[config.mk]
export PLATFORM = sky130hd
export DESIGN_NAME = cache_arbiter
export DESIGN_NICKNAME = d
export VERILOG_FILES = /design/src/rtl/cache_arbiter.sv
export SDC_FILE = /design/constraint.sdc
export NUM_CORES = 1
export LEC_CHECK = 0
export ABC_CLOCK_PERIOD_IN_PS = 1890
export CORE_AREA = 2 2 81 83
export DETAILED_ROUTE_END_ITERATION = 12
export DIE_AREA = 0 0 83 85
export DONT_BUFFER_PORTS = 1
export HOLD_SLACK_MARGIN = 0.06
export PLACE_DENSITY = 0.76
export SKIP_CTS_REPAIR_TIMING = 1
export SLEW_MARGIN = 20
export SYNTH_ARGS = -nofsm -noshare
export SYNTH_HDL_FRONTEND = slang
export SYNTH_SLANG_ARGS = --single-unit
[constraint.sdc]
create_clock -name clk -period 1.89 [get_ports clk]
set_input_delay 0.4725 -clock clk [delete_from_list [all_inputs] [get_ports clk]]
set_output_delay 0.4725 -clock clk [all_outputs]
set_load 0.03 [all_outputs]
[src/rtl/cache_arbiter.sv]
// cache_arbiter: round-robin arbiter that gives two requesters shared access to a
// single-ported cache, with a BUSY-cycle timeout and saturating access statistics.
module cache_arbiter #(
  parameter int ADDR_W  = 15,
  parameter int CNT_W   = 14,
  parameter int TIMEOUT = 255
) (
  input  logic              clk,
  input  logic              rst,
  input  logic              req0_valid,
  input  logic              req0_write,
  input  logic [ADDR_W-1:0] req0_addr,
  output logic              req0_done,
  input  logic              req1_valid,
  input  logic              req1_write,
  input  logic [ADDR_W-1:0] req1_addr,
  output logic              req1_done,
  output logic              hit,
  output logic              err,
  output logic              cache_read,
  output logic              cache_write,
  output logic [ADDR_W-1:0] address,
  input  logic              cache_ready,
  input  logic              cache_hit,
  input  logic              clear_stats,
  output logic [CNT_W-1:0]  req0_count,
  output logic [CNT_W-1:0]  req1_count,
  output logic [CNT_W-1:0]  hit_count
);

  // The BUSY counter only ever holds 0..TIMEOUT-1; the abort fires on its last value.
  localparam int              TW        = (TIMEOUT > 1) ? $clog2(TIMEOUT) : 1;
  localparam logic [TW-1:0]   LAST_BUSY = TW'(TIMEOUT - 1);
  localparam logic [CNT_W-1:0] CNT_MAX  = '1;

  typedef enum logic {
    IDLE,
    BUSY
  } state_e;

  state_e            state_q, state_d;
  logic              owner_q, owner_d;
  logic              last_grant_q, last_grant_d;
  logic [ADDR_W-1:0] addr_q, addr_d;
  logic              rd_q, rd_d;
  logic              wr_q, wr_d;
  logic              done0_q, done0_d;
  logic              done1_q, done1_d;
  logic              hit_q, hit_d;
  logic              err_q, err_d;
  logic [TW-1:0]     busy_cnt_q, busy_cnt_d;
  logic [CNT_W-1:0]  cnt0_q, cnt0_d;
  logic [CNT_W-1:0]  cnt1_q, cnt1_d;
  logic [CNT_W-1:0]  hit_cnt_q, hit_cnt_d;

  logic elig0;
  logic elig1;
  logic grant;
  logic count;

  // A requester still showing its done pulse is not eligible, so a held valid cannot reissue.
  assign elig0 = req0_valid && !done0_q;
  assign elig1 = req1_valid && !done1_q;

  always_ff @(posedge clk) begin
    if (rst) begin
      state_q      <= IDLE;
      owner_q      <= 1'b0;
      last_grant_q <= 1'b1;
      addr_q       <= '0;
      rd_q         <= 1'b0;
      wr_q         <= 1'b0;
      done0_q      <= 1'b0;
      done1_q      <= 1'b0;
      hit_q        <= 1'b0;
      err_q        <= 1'b0;
      busy_cnt_q   <= '0;
      cnt0_q       <= '0;
      cnt1_q       <= '0;
      hit_cnt_q    <= '0;
    end else begin
      state_q      <= state_d;
      owner_q      <= owner_d;
      last_grant_q <= last_grant_d;
      addr_q       <= addr_d;
      rd_q         <= rd_d;
      wr_q         <= wr_d;
      done0_q      <= done0_d;
      done1_q      <= done1_d;
      hit_q        <= hit_d;
      err_q        <= err_d;
      busy_cnt_q   <= busy_cnt_d;
      cnt0_q       <= cnt0_d;
      cnt1_q       <= cnt1_d;
      hit_cnt_q    <= hit_cnt_d;
    end
  end

  always_comb begin
    state_d      = state_q;
    owner_d      = owner_q;
    last_grant_d = last_grant_q;
    addr_d       = addr_q;
    rd_d         = rd_q;
    wr_d         = wr_q;
    done0_d      = 1'b0;
    done1_d      = 1'b0;
    hit_d        = 1'b0;
    err_d        = 1'b0;
    busy_cnt_d   = busy_cnt_q;
    cnt0_d       = cnt0_q;
    cnt1_d       = cnt1_q;
    hit_cnt_d    = hit_cnt_q;
    grant        = 1'b0;
    count        = 1'b0;

    if (state_q == IDLE) begin
      if (elig0 || elig1) begin
        grant      = (elig0 && elig1) ? ~last_grant_q : elig1;
        state_d    = BUSY;
        owner_d    = grant;
        busy_cnt_d = '0;
        addr_d     = grant ? req1_addr : req0_addr;
        wr_d       = grant ? req1_write : req0_write;
        rd_d       = grant ? ~req1_write : ~req0_write;
      end
    end else if (cache_ready || (busy_cnt_q == LAST_BUSY)) begin
      // A cache_ready arriving on the final allowed cycle still counts as a normal completion.
      state_d      = IDLE;
      rd_d         = 1'b0;
      wr_d         = 1'b0;
      last_grant_d = owner_q;
      done0_d      = ~owner_q;
      done1_d      = owner_q;
      hit_d        = cache_ready && cache_hit;
      err_d        = ~cache_ready;
      count        = cache_ready;
    end else begin
      busy_cnt_d = busy_cnt_q + 1'b1;
    end

    if (clear_stats) begin
      cnt0_d    = '0;
      cnt1_d    = '0;
      hit_cnt_d = '0;
    end else if (count) begin
      if (!owner_q && (cnt0_q != CNT_MAX)) cnt0_d = cnt0_q + 1'b1;
      if (owner_q && (cnt1_q != CNT_MAX)) cnt1_d = cnt1_q + 1'b1;
      if (cache_hit && (hit_cnt_q != CNT_MAX)) hit_cnt_d = hit_cnt_q + 1'b1;
    end
  end

  assign req0_done   = done0_q;
  assign req1_done   = done1_q;
  assign hit         = hit_q;
  assign err         = err_q;
  assign cache_read  = rd_q;
  assign cache_write = wr_q;
  assign address     = addr_q;
  assign req0_count  = cnt0_q;
  assign req1_count  = cnt1_q;
  assign hit_count   = hit_cnt_q;

endmodule

==> run_summary.xml, run 1 <==
<?xml version="1.0" encoding="UTF-8"?>
<metrics>
  <group name="timing">
    <metric name="rsz_0062_raised_after_global_routing" unit="">no</metric>
    <metric name="relSlewSlack" unit="">0.666</metric>
    <metric name="period_needed" unit="ns">1.79</metric>
    <metric name="skew" unit="ns">0.00748</metric>
    <metric name="finalHoldViolCount" unit="">0</metric>
    <metric name="timing_worst_slew_pin_value" unit="ns">0.500</metric>
    <metric name="timing.setup.tns" unit="ns">0</metric>
    <metric name="finalSetupViolations" unit="">0</metric>
    <metric name="final_max_slew_viol_count" unit="">0</metric>
    <metric name="achievable_clock_frequency" unit="MHz">559</metric>
    <metric name="period_utilization" unit="">0.947</metric>
  </group>
  <group name="cells_and_area">
    <metric name="post_route_cells_drive_above_1_share" unit="">0.179</metric>
    <metric name="fin_nets" unit="">526</metric>
    <metric name="final.fill_count" unit="">507</metric>
    <metric name="register_area" unit="um^2">1490</metric>
    <metric name="num_antenna_cells" unit="">0</metric>
    <metric name="flow.area_growth_from_synthesis" unit="%">16.9</metric>
    <metric name="multiInputGateArea" unit="um^2">2070</metric>
    <metric name="fin_util" unit="">0.697</metric>
  </group>
  <group name="critical_path">
    <metric name="path_max_fanout" unit="">6</metric>
    <metric name="critical_path_type" unit="">reg -&gt; reg</metric>
    <metric name="worstSetupStartpointType" unit="">flop</metric>
    <metric name="data_required_critical_path" unit="ns">2.16</metric>
    <metric name="arrival" unit="ns">2.06</metric>
    <metric name="cp-end-kind" unit="">flop</metric>
  </group>
  <group name="grt">
    <metric name="grt_remaining_overflow" unit="">0</metric>
    <metric name="grt_max_degree" unit="">48</metric>
    <metric name="grtUsageTotal" unit="">0.262</metric>
    <metric name="grt_antenna_before_repair" unit="">0</metric>
    <metric name="number_of_global_route_vias_before_repair" unit="">3405</metric>
    <metric name="grt_pass1_wl" unit="mm">15.5</metric>
  </group>
  <group name="yosys">
    <metric name="netlist_instances" unit="">443</metric>
    <metric name="async_reset_ff_frac" unit="">0</metric>
    <metric name="synth.top_cell.area_share" unit="">0.400</metric>
    <metric name="post_synth_main_area_contributors" unit="">sky130_fd_sc_hd__dfxtp_1 40%, sky130_fd_sc_hd__nand3_1 6.1%, sky130_fd_sc_hd__nand2_1 5.0%</metric>
    <metric name="most_frequently_used_cell_type_in_the_post_synthesis_netlist" unit="">sky130_fd_sc_hd__dfxtp_1</metric>
    <metric name="synth.lib_cells_used.distinct" unit="">53</metric>
    <metric name="syn-mean-instance-area" unit="um^2">8.35</metric>
    <metric name="yosysSeqAreaShare" unit="">0.400</metric>
    <metric name="yosysWarnings" unit="">0</metric>
    <metric name="synth_fp_nets" unit="">487</metric>
    <metric name="synth-edff-count" unit="">0</metric>
    <metric name="most_used_standard_cells_in_the_synthesized_netlist" unit="">74 x sky130_fd_sc_hd__dfxtp_1, 49 x sky130_fd_sc_hd__nand2_1, 45 x sky130_fd_sc_hd__nand3_1</metric>
    <metric name="synth_seq_cells" unit="">74</metric>
    <metric name="syn-cell-area" unit="um^2">3700</metric>
    <metric name="synth_top_area_cell" unit="">sky130_fd_sc_hd__dfxtp_1</metric>
    <metric name="yosys_most_used_dff" unit="">sky130_fd_sc_hd__dfxtp_1</metric>
  </group>
  <group name="die">
    <metric name="chipHeight" unit="um">85</metric>
    <metric name="design.die.area" unit="um^2">7060</metric>
    <metric name="core_area" unit="um^2">6200</metric>
    <metric name="ios" unit="">102</metric>
    <metric name="dieWidth" unit="um">83</metric>
    <metric name="floorplan.initialDensity" unit="">0.596</metric>
    <metric name="floorplan.rows" unit="">29</metric>
  </group>
  <group name="power_and_ir_drop">
    <metric name="p_switching" unit="mW">0.838</metric>
    <metric name="comb_power_share" unit="">0.077</metric>
    <metric name="sequentialPowerShare" unit="">0.536</metric>
    <metric name="power.clock.fraction" unit="">0.387</metric>
    <metric name="internal_power" unit="mW">2.39</metric>
    <metric name="peakVddDrop" unit="uV">509</metric>
    <metric name="power.density_cell_area" unit="nW/um^2">747</metric>
    <metric name="power.leakage" unit="nW">1.57</metric>
    <metric name="sw_frac_of_total" unit="">0.259</metric>
  </group>
  <group name="routing">
    <metric name="firstDrtPassIters" unit="">5</metric>
    <metric name="final_routed_wirelength_across_all_metal_layers" unit="mm">9.21</metric>
    <metric name="wl_cell" unit="um">16.3</metric>
    <metric name="final_antenna_net_count" unit="">0</metric>
    <metric name="via_per_inst" unit="">6.30</metric>
    <metric name="drc" unit="">0</metric>
    <metric name="vias" unit="">3552</metric>
    <metric name="detail_route.iter0.violations" unit="">208</metric>
  </group>
  <group name="job">
    <metric name="maxCapViolations" unit="">0</metric>
  </group>
  <group name="placed_design">
    <metric name="buffer_ports.inserted" unit="">0</metric>
    <metric name="rd_place_congestion" unit="">0.860</metric>
    <metric name="dp_hpwl" unit="mm">6.66</metric>
  </group>
  <group name="clock_tree">
    <metric name="cts_buffers" unit="">9</metric>
    <metric name="cts.htree.levels" unit="">3</metric>
    <metric name="clock_input_transition_at_the_sequential_cells_of_the_worst_setup_and_hold_paths" unit="ns">0.07</metric>
    <metric name="cts_max_path_buffers" unit="">2</metric>
    <metric name="insertion_delay" unit="ns">0.34</metric>
    <metric name="tritoncts_clock_tree" unit="">built</metric>
    <metric name="clock_tree.root_cell" unit="">sky130_fd_sc_hd__clkbuf_8</metric>
    <metric name="clock_sink_count" unit="">74</metric>
  </group>
  <group name="status">
    <metric name="run_status" unit="">complete, no violations</metric>
  </group>
  <group name="worst_hold_path">
    <metric name="min-delay-path-class" unit="">in -&gt; reg</metric>
  </group>
</metrics>
area by class of cell:
type / instances / area share
multi-input combinational: 332 / 0.478
sequential: 74 / 0.343
timing repair buffer: 57 / 0.102
clock buffer: 12 / 0.0359
tap: 77 / 0.0223
clock inverter: 4 / 0.0116
inverter: 8 / 0.00694
final timing paths:
path	to	start	slack (ns)	depth (start not counted)
min reg2reg	req0_count[7]	req0_count[7]	0.50	2
max reg2reg	req0_count[9]	req0_count[0]	0.10	5
min	err	cache_ready	0.20	1
max	req0_count[9]	req0_count[0]	0.10	5
power groups by stage:
| stage | registers, mW | clock network, mW | logic [mW] |
|---|---|---|---|
| finish | 1.73 | 1.25 | 0.247 |
| global route | 1.74 | 1.35 | 0.280 |
| floorplan | 1.76 | 0 | 0.203 |
| CTS | 1.73 | 1.28 | 0.248 |
| global placement | 1.77 | 0 | 0.239 |
| detailed placement | 1.77 | 0 | 0.248 |
stage by stage:
step | worst slack (ns) | area [um^2] | instances | hold slack, ns | total power, mW
6_report | 0.100 | 4320 | 564 | 0.198 | 3.23
5_1_grt | 0.00880 | 4320 | 564 | 0.174 | 3.37
4_1_cts | 0.101 | 4320 | 564 | 0.181 | 3.26
3_5_place_dp | 0.121 | 4120 | 548 | 0.491 | 2.01
3_3_place_gp | 0.160 | 4120 | 548 | 0.477 | 2.01
2_1_floorplan | 0.00319 | 3700 | 443 | 0.460 | 1.96
kinds of logic (layout without fill, tap and decap cells):
family | count (synthesis) | in the layout | synth area share
AOI/OAI and AO/OA | 97 | 97 | 0.183
muxes | 17 | 17 | 0.0463
buffers and inverters | 37 | 81 | 0.0419
DFF | 74 | 74 | 0.400
and+or+nand+nor | 213 | 213 | 0.312
adders and majority gates | 5 | 5 | 0.0169
per-layer routing:
layer	wire, um	vias to the layer above	track usage
met5	0	-	0
met4	91	0	0.0790
met3	735	10	0.0681
li1	-	1752	-
met1	3940	1648	0.326
met2	4440	142	0.450
placed cells by master (no fill, tap or decap), drive strengths merged, types with 3 or more instances in the layout:
cell	instances
a211oi	7
a21oi	30
a311oi	17
and3	6
and4	7
buf	57
clkbuf	12
dfxtp	74
ha	5
inv	8
mux2i	16
nand2	49
nand2b	5
nand3	46
nand4	13
nor2	27
nor2b	3
nor3	10
nor4	6
o21a	4
o21ai	11
o31ai	8
o41ai	4
or3	21
or4	10
flip-flops by register name, summed over array words and instances (netlist names):
register	cells
state_q	1
owner_q	1
req1_done	1
cache_write	1
last_grant_q	1
cache_read	1
address	15
req1_count	14
err	1
hit	1
req0_done	1
req0_count	14
busy_cnt_q	8
hit_count	14
critical path, stage by stage, from the launching register on:
cell and delay, ns:
sky130_fd_sc_hd__dfxtp_2 0.33, sky130_fd_sc_hd__ha_1 0.19, sky130_fd_sc_hd__nand4_2 0.16, sky130_fd_sc_hd__or4_1 0.65, sky130_fd_sc_hd__a31o_1 0.28, sky130_fd_sc_hd__a21oi_2 0.12
Note: power is estimated with default switching activity, not from simulation.
==> run 2: changes to the inputs <==
--- a/config.mk
+++ b/config.mk
@@ -6,9 +6,9 @@
 export NUM_CORES = 1
 export LEC_CHECK = 0
 export ABC_CLOCK_PERIOD_IN_PS = 1890
-export CORE_AREA = 2 2 81 83
+export CORE_AREA = 2 2 113 60
 export DETAILED_ROUTE_END_ITERATION = 12
-export DIE_AREA = 0 0 83 85
+export DIE_AREA = 0 0 115 62
 export DONT_BUFFER_PORTS = 1
 export HOLD_SLACK_MARGIN = 0.06
 export PLACE_DENSITY = 0.76
==> run 2 against run 1 <==
Effect of this change: routed wire length rose by 19%; non-clock buffer count shrank 2; first-iteration DRC count up 81%; hold slack gained 0.0017 ns; final area rose by 3.2%; register-to-register slack is essentially flat; power increased by 24%; highest routed layer unchanged.
==> run_summary.xml, run 2 (synthesis gave the netlist of run 1 again) <==
<?xml version="1.0" encoding="UTF-8"?>
<metrics>
  <group name="status">
    <metric name="run_status" unit="">complete, no violations</metric>
  </group>
  <group name="timing">
    <metric name="timing_worst_slew_pin_value" unit="ns">0.519</metric>
    <metric name="timing.setup.tns" unit="ns">0</metric>
    <metric name="skew" unit="ns">0.00405</metric>
    <metric name="final_max_slew_viol_count" unit="">0</metric>
    <metric name="relSlewSlack" unit="">0.652</metric>
    <metric name="period_utilization" unit="">0.953</metric>
    <metric name="finalHoldViolCount" unit="">0</metric>
    <metric name="finalSetupViolations" unit="">0</metric>
    <metric name="rsz_0062_raised_after_global_routing" unit="">no</metric>
    <metric name="period_needed" unit="ns">1.80</metric>
    <metric name="achievable_clock_frequency" unit="MHz">555</metric>
  </group>
  <group name="power_and_ir_drop">
    <metric name="power.clock.fraction" unit="">0.502</metric>
    <metric name="sequentialPowerShare" unit="">0.433</metric>
    <metric name="total_power_of_the_final_layout" unit="mW">3.99</metric>
    <metric name="power.density_cell_area" unit="nW/um^2">895</metric>
    <metric name="p_switching" unit="mW">0.954</metric>
    <metric name="internal_power" unit="mW">3.04</metric>
    <metric name="peakVddDrop" unit="uV">666</metric>
    <metric name="comb_power_share" unit="">0.064</metric>
    <metric name="power.leakage" unit="nW">1.63</metric>
    <metric name="sw_frac_of_total" unit="">0.239</metric>
  </group>
  <group name="cells_and_area">
    <metric name="post_route_cells_drive_above_1_share" unit="">0.179</metric>
    <metric name="largest_reg_flops" unit="">15</metric>
    <metric name="instances_no_fill" unit="">565</metric>
    <metric name="layout.cells.most_common_list" unit="">72 x sky130_fd_sc_hd__dfxtp_1, 54 x sky130_fd_sc_hd__buf_4, 49 x sky130_fd_sc_hd__nand2_1</metric>
    <metric name="flow.area_growth_from_synthesis" unit="%">20.7</metric>
    <metric name="layout_commonest_cell" unit="">sky130_fd_sc_hd__dfxtp_1</metric>
    <metric name="final.fill_count" unit="">512</metric>
    <metric name="num_antenna_cells" unit="">0</metric>
    <metric name="post-route-cell-area" unit="um^2">4460</metric>
    <metric name="fin_nets" unit="">524</metric>
  </group>
  <group name="clock_tree">
    <metric name="cts_max_path_buffers" unit="">2</metric>
    <metric name="clock_tree.root_cell" unit="">sky130_fd_sc_hd__clkbuf_16</metric>
    <metric name="insertion_delay" unit="ns">0.34</metric>
    <metric name="clock_sink_count" unit="">74</metric>
    <metric name="cts_buffers" unit="">9</metric>
    <metric name="clock_input_transition_at_the_sequential_cells_of_the_worst_setup_and_hold_paths" unit="ns">0.06</metric>
    <metric name="tritoncts_clock_tree" unit="">built</metric>
    <metric name="cts.htree.levels" unit="">3</metric>
  </group>
  <group name="job">
    <metric name="maxCapViolations" unit="">0</metric>
  </group>
  <group name="routing">
    <metric name="detail_route.iter0.violations" unit="">376</metric>
    <metric name="wl_cell" unit="um">19.4</metric>
    <metric name="drc" unit="">0</metric>
    <metric name="final_antenna_net_count" unit="">0</metric>
    <metric name="final_routed_wirelength_across_all_metal_layers" unit="mm">11.0</metric>
    <metric name="via_per_inst" unit="">6.59</metric>
    <metric name="vias" unit="">3721</metric>
    <metric name="firstDrtPassIters" unit="">5</metric>
  </group>
  <group name="die">
    <metric name="ios" unit="">102</metric>
    <metric name="floorplan.rows" unit="">21</metric>
    <metric name="design.die.area" unit="um^2">7130</metric>
    <metric name="floorplan.initialDensity" unit="">0.587</metric>
    <metric name="chipHeight" unit="um">62</metric>
    <metric name="dieWidth" unit="um">115</metric>
    <metric name="core_area" unit="um^2">6310</metric>
  </group>
  <group name="critical_path">
    <metric name="crit-reg2reg-launch" unit="">req1_count[0]</metric>
    <metric name="worstSetupStartpointType" unit="">flop</metric>
    <metric name="critPathSlowestCell" unit="">sky130_fd_sc_hd__dfxtp_1</metric>
    <metric name="crit_path_cell_trace" unit="">ha_1 -&gt; nand4_1 -&gt; nor4_2 -&gt; buf_4 -&gt; nor2_1 -&gt; a311oi_1</metric>
    <metric name="arrival" unit="ns">2.05</metric>
    <metric name="timing.critical_path.slowest_cell_delay" unit="ns">0.35</metric>
    <metric name="critical_path_type" unit="">reg -&gt; reg</metric>
    <metric name="path_max_fanout" unit="">7</metric>
    <metric name="cp-end-kind" unit="">flop</metric>
    <metric name="timing.rr.end" unit="">req1_count[2]</metric>
    <metric name="data_required_critical_path" unit="ns">2.14</metric>
    <metric name="worst-r2r-setup-slack" unit="ns">0.09</metric>
    <metric name="reg2regPathDepth" unit="">6</metric>
  </group>
  <group name="worst_hold_path">
    <metric name="min-delay-path-class" unit="">in -&gt; reg</metric>
    <metric name="holdPathEnd" unit="">err</metric>
    <metric name="min-delay-start" unit="">cache_ready</metric>
    <metric name="number_of_cells_on_the_worst_hold_path" unit="">1</metric>
  </group>
  <group name="grt">
    <metric name="grt_use_met1" unit="">0.401</metric>
    <metric name="globalRouteMet2Util" unit="">0.480</metric>
    <metric name="grt_pass1_wl" unit="mm">16.8</metric>
    <metric name="grt_max_degree" unit="">48</metric>
    <metric name="busiest_layer" unit="">met2</metric>
    <metric name="grt_remaining_overflow" unit="">0</metric>
    <metric name="use_met3" unit="">0.122</metric>
    <metric name="grt_antenna_before_repair" unit="">0</metric>
    <metric name="grtUsageTotal" unit="">0.308</metric>
    <metric name="number_of_global_route_vias_before_repair" unit="">3383</metric>
  </group>
  <group name="placed_design">
    <metric name="dp_hpwl" unit="mm">7.69</metric>
    <metric name="rd_place_congestion" unit="">0.953</metric>
    <metric name="dpl_cell_area" unit="um^2">4110</metric>
    <metric name="place.detailed.instances" unit="">549</metric>
    <metric name="buffer_ports.inserted" unit="">0</metric>
  </group>
</metrics>
run 2: power by group through the flow:
stage	Combinational (mW)	Sequential, mW	Clock, mW
final	0.258	1.73	2.01
after global routing	0.288	1.74	2.09
after floorplan	0.203	1.76	0
after global placement	0.243	1.76	0
after detailed placement	0.254	1.76	0
after CTS	0.255	1.73	2.02
run 2: worst max-delay path by stage:
stage	startpoint	end	slack, ns
floorplan	hit_count[0]	hit_count[10]	0.003
global route	state_q	req1_count[11]	0.006
global placement	req0_count[0]	req0_count[9]	0.17
detailed placement	req0_count[0]	req0_count[7]	0.09
finish	req1_count[0]	req1_count[2]	0.09
CTS	req0_count[0]	req0_count[7]	0.07
run 2: through the flow:
step	setup slack (ns)	hold slack (ns)	util
3_3_place_gp	0.168	0.483	0.651
3_5_place_dp	0.0875	0.491	0.651
2_1_floorplan	0.00319	0.460	-
5_1_grt	0.00607	0.193	0.708
6_report	0.0897	0.200	0.708
4_1_cts	0.0707	0.193	0.707
run 2: final cells by class:
class | instances | area [um^2] | area share
multi-input combinational | 332 | 2070 | 0.464
sequential | 74 | 1480 | 0.332
timing repair buffer | 55 | 425 | 0.0953
clock buffer | 10 | 239 | 0.0535
clock inverter | 6 | 114 | 0.0255
tap | 80 | 100 | 0.0224
inverter | 8 | 30.0 | 0.00673
run 2: worst max-delay path, delay by kind of cell (launching register included):
family / cells / cell delay, ns
buffers and inverters: 1 / 0.23
adders and majority gates: 1 / 0.27
AOI/OAI and AO/OA: 1 / 0.25
and+or+nand+nor: 3 / 0.62
DFF: 1 / 0.35
run 2: routing by layer:
| metal | share of wire | vias to the layer above |
|---|---|---|
| met5 | 0 | - |
| met4 | 0.016 | 0 |
| met3 | 0.11 | 20 |
| li1 | - | 1746 |
| met1 | 0.44 | 1753 |
| met2 | 0.43 | 202 |
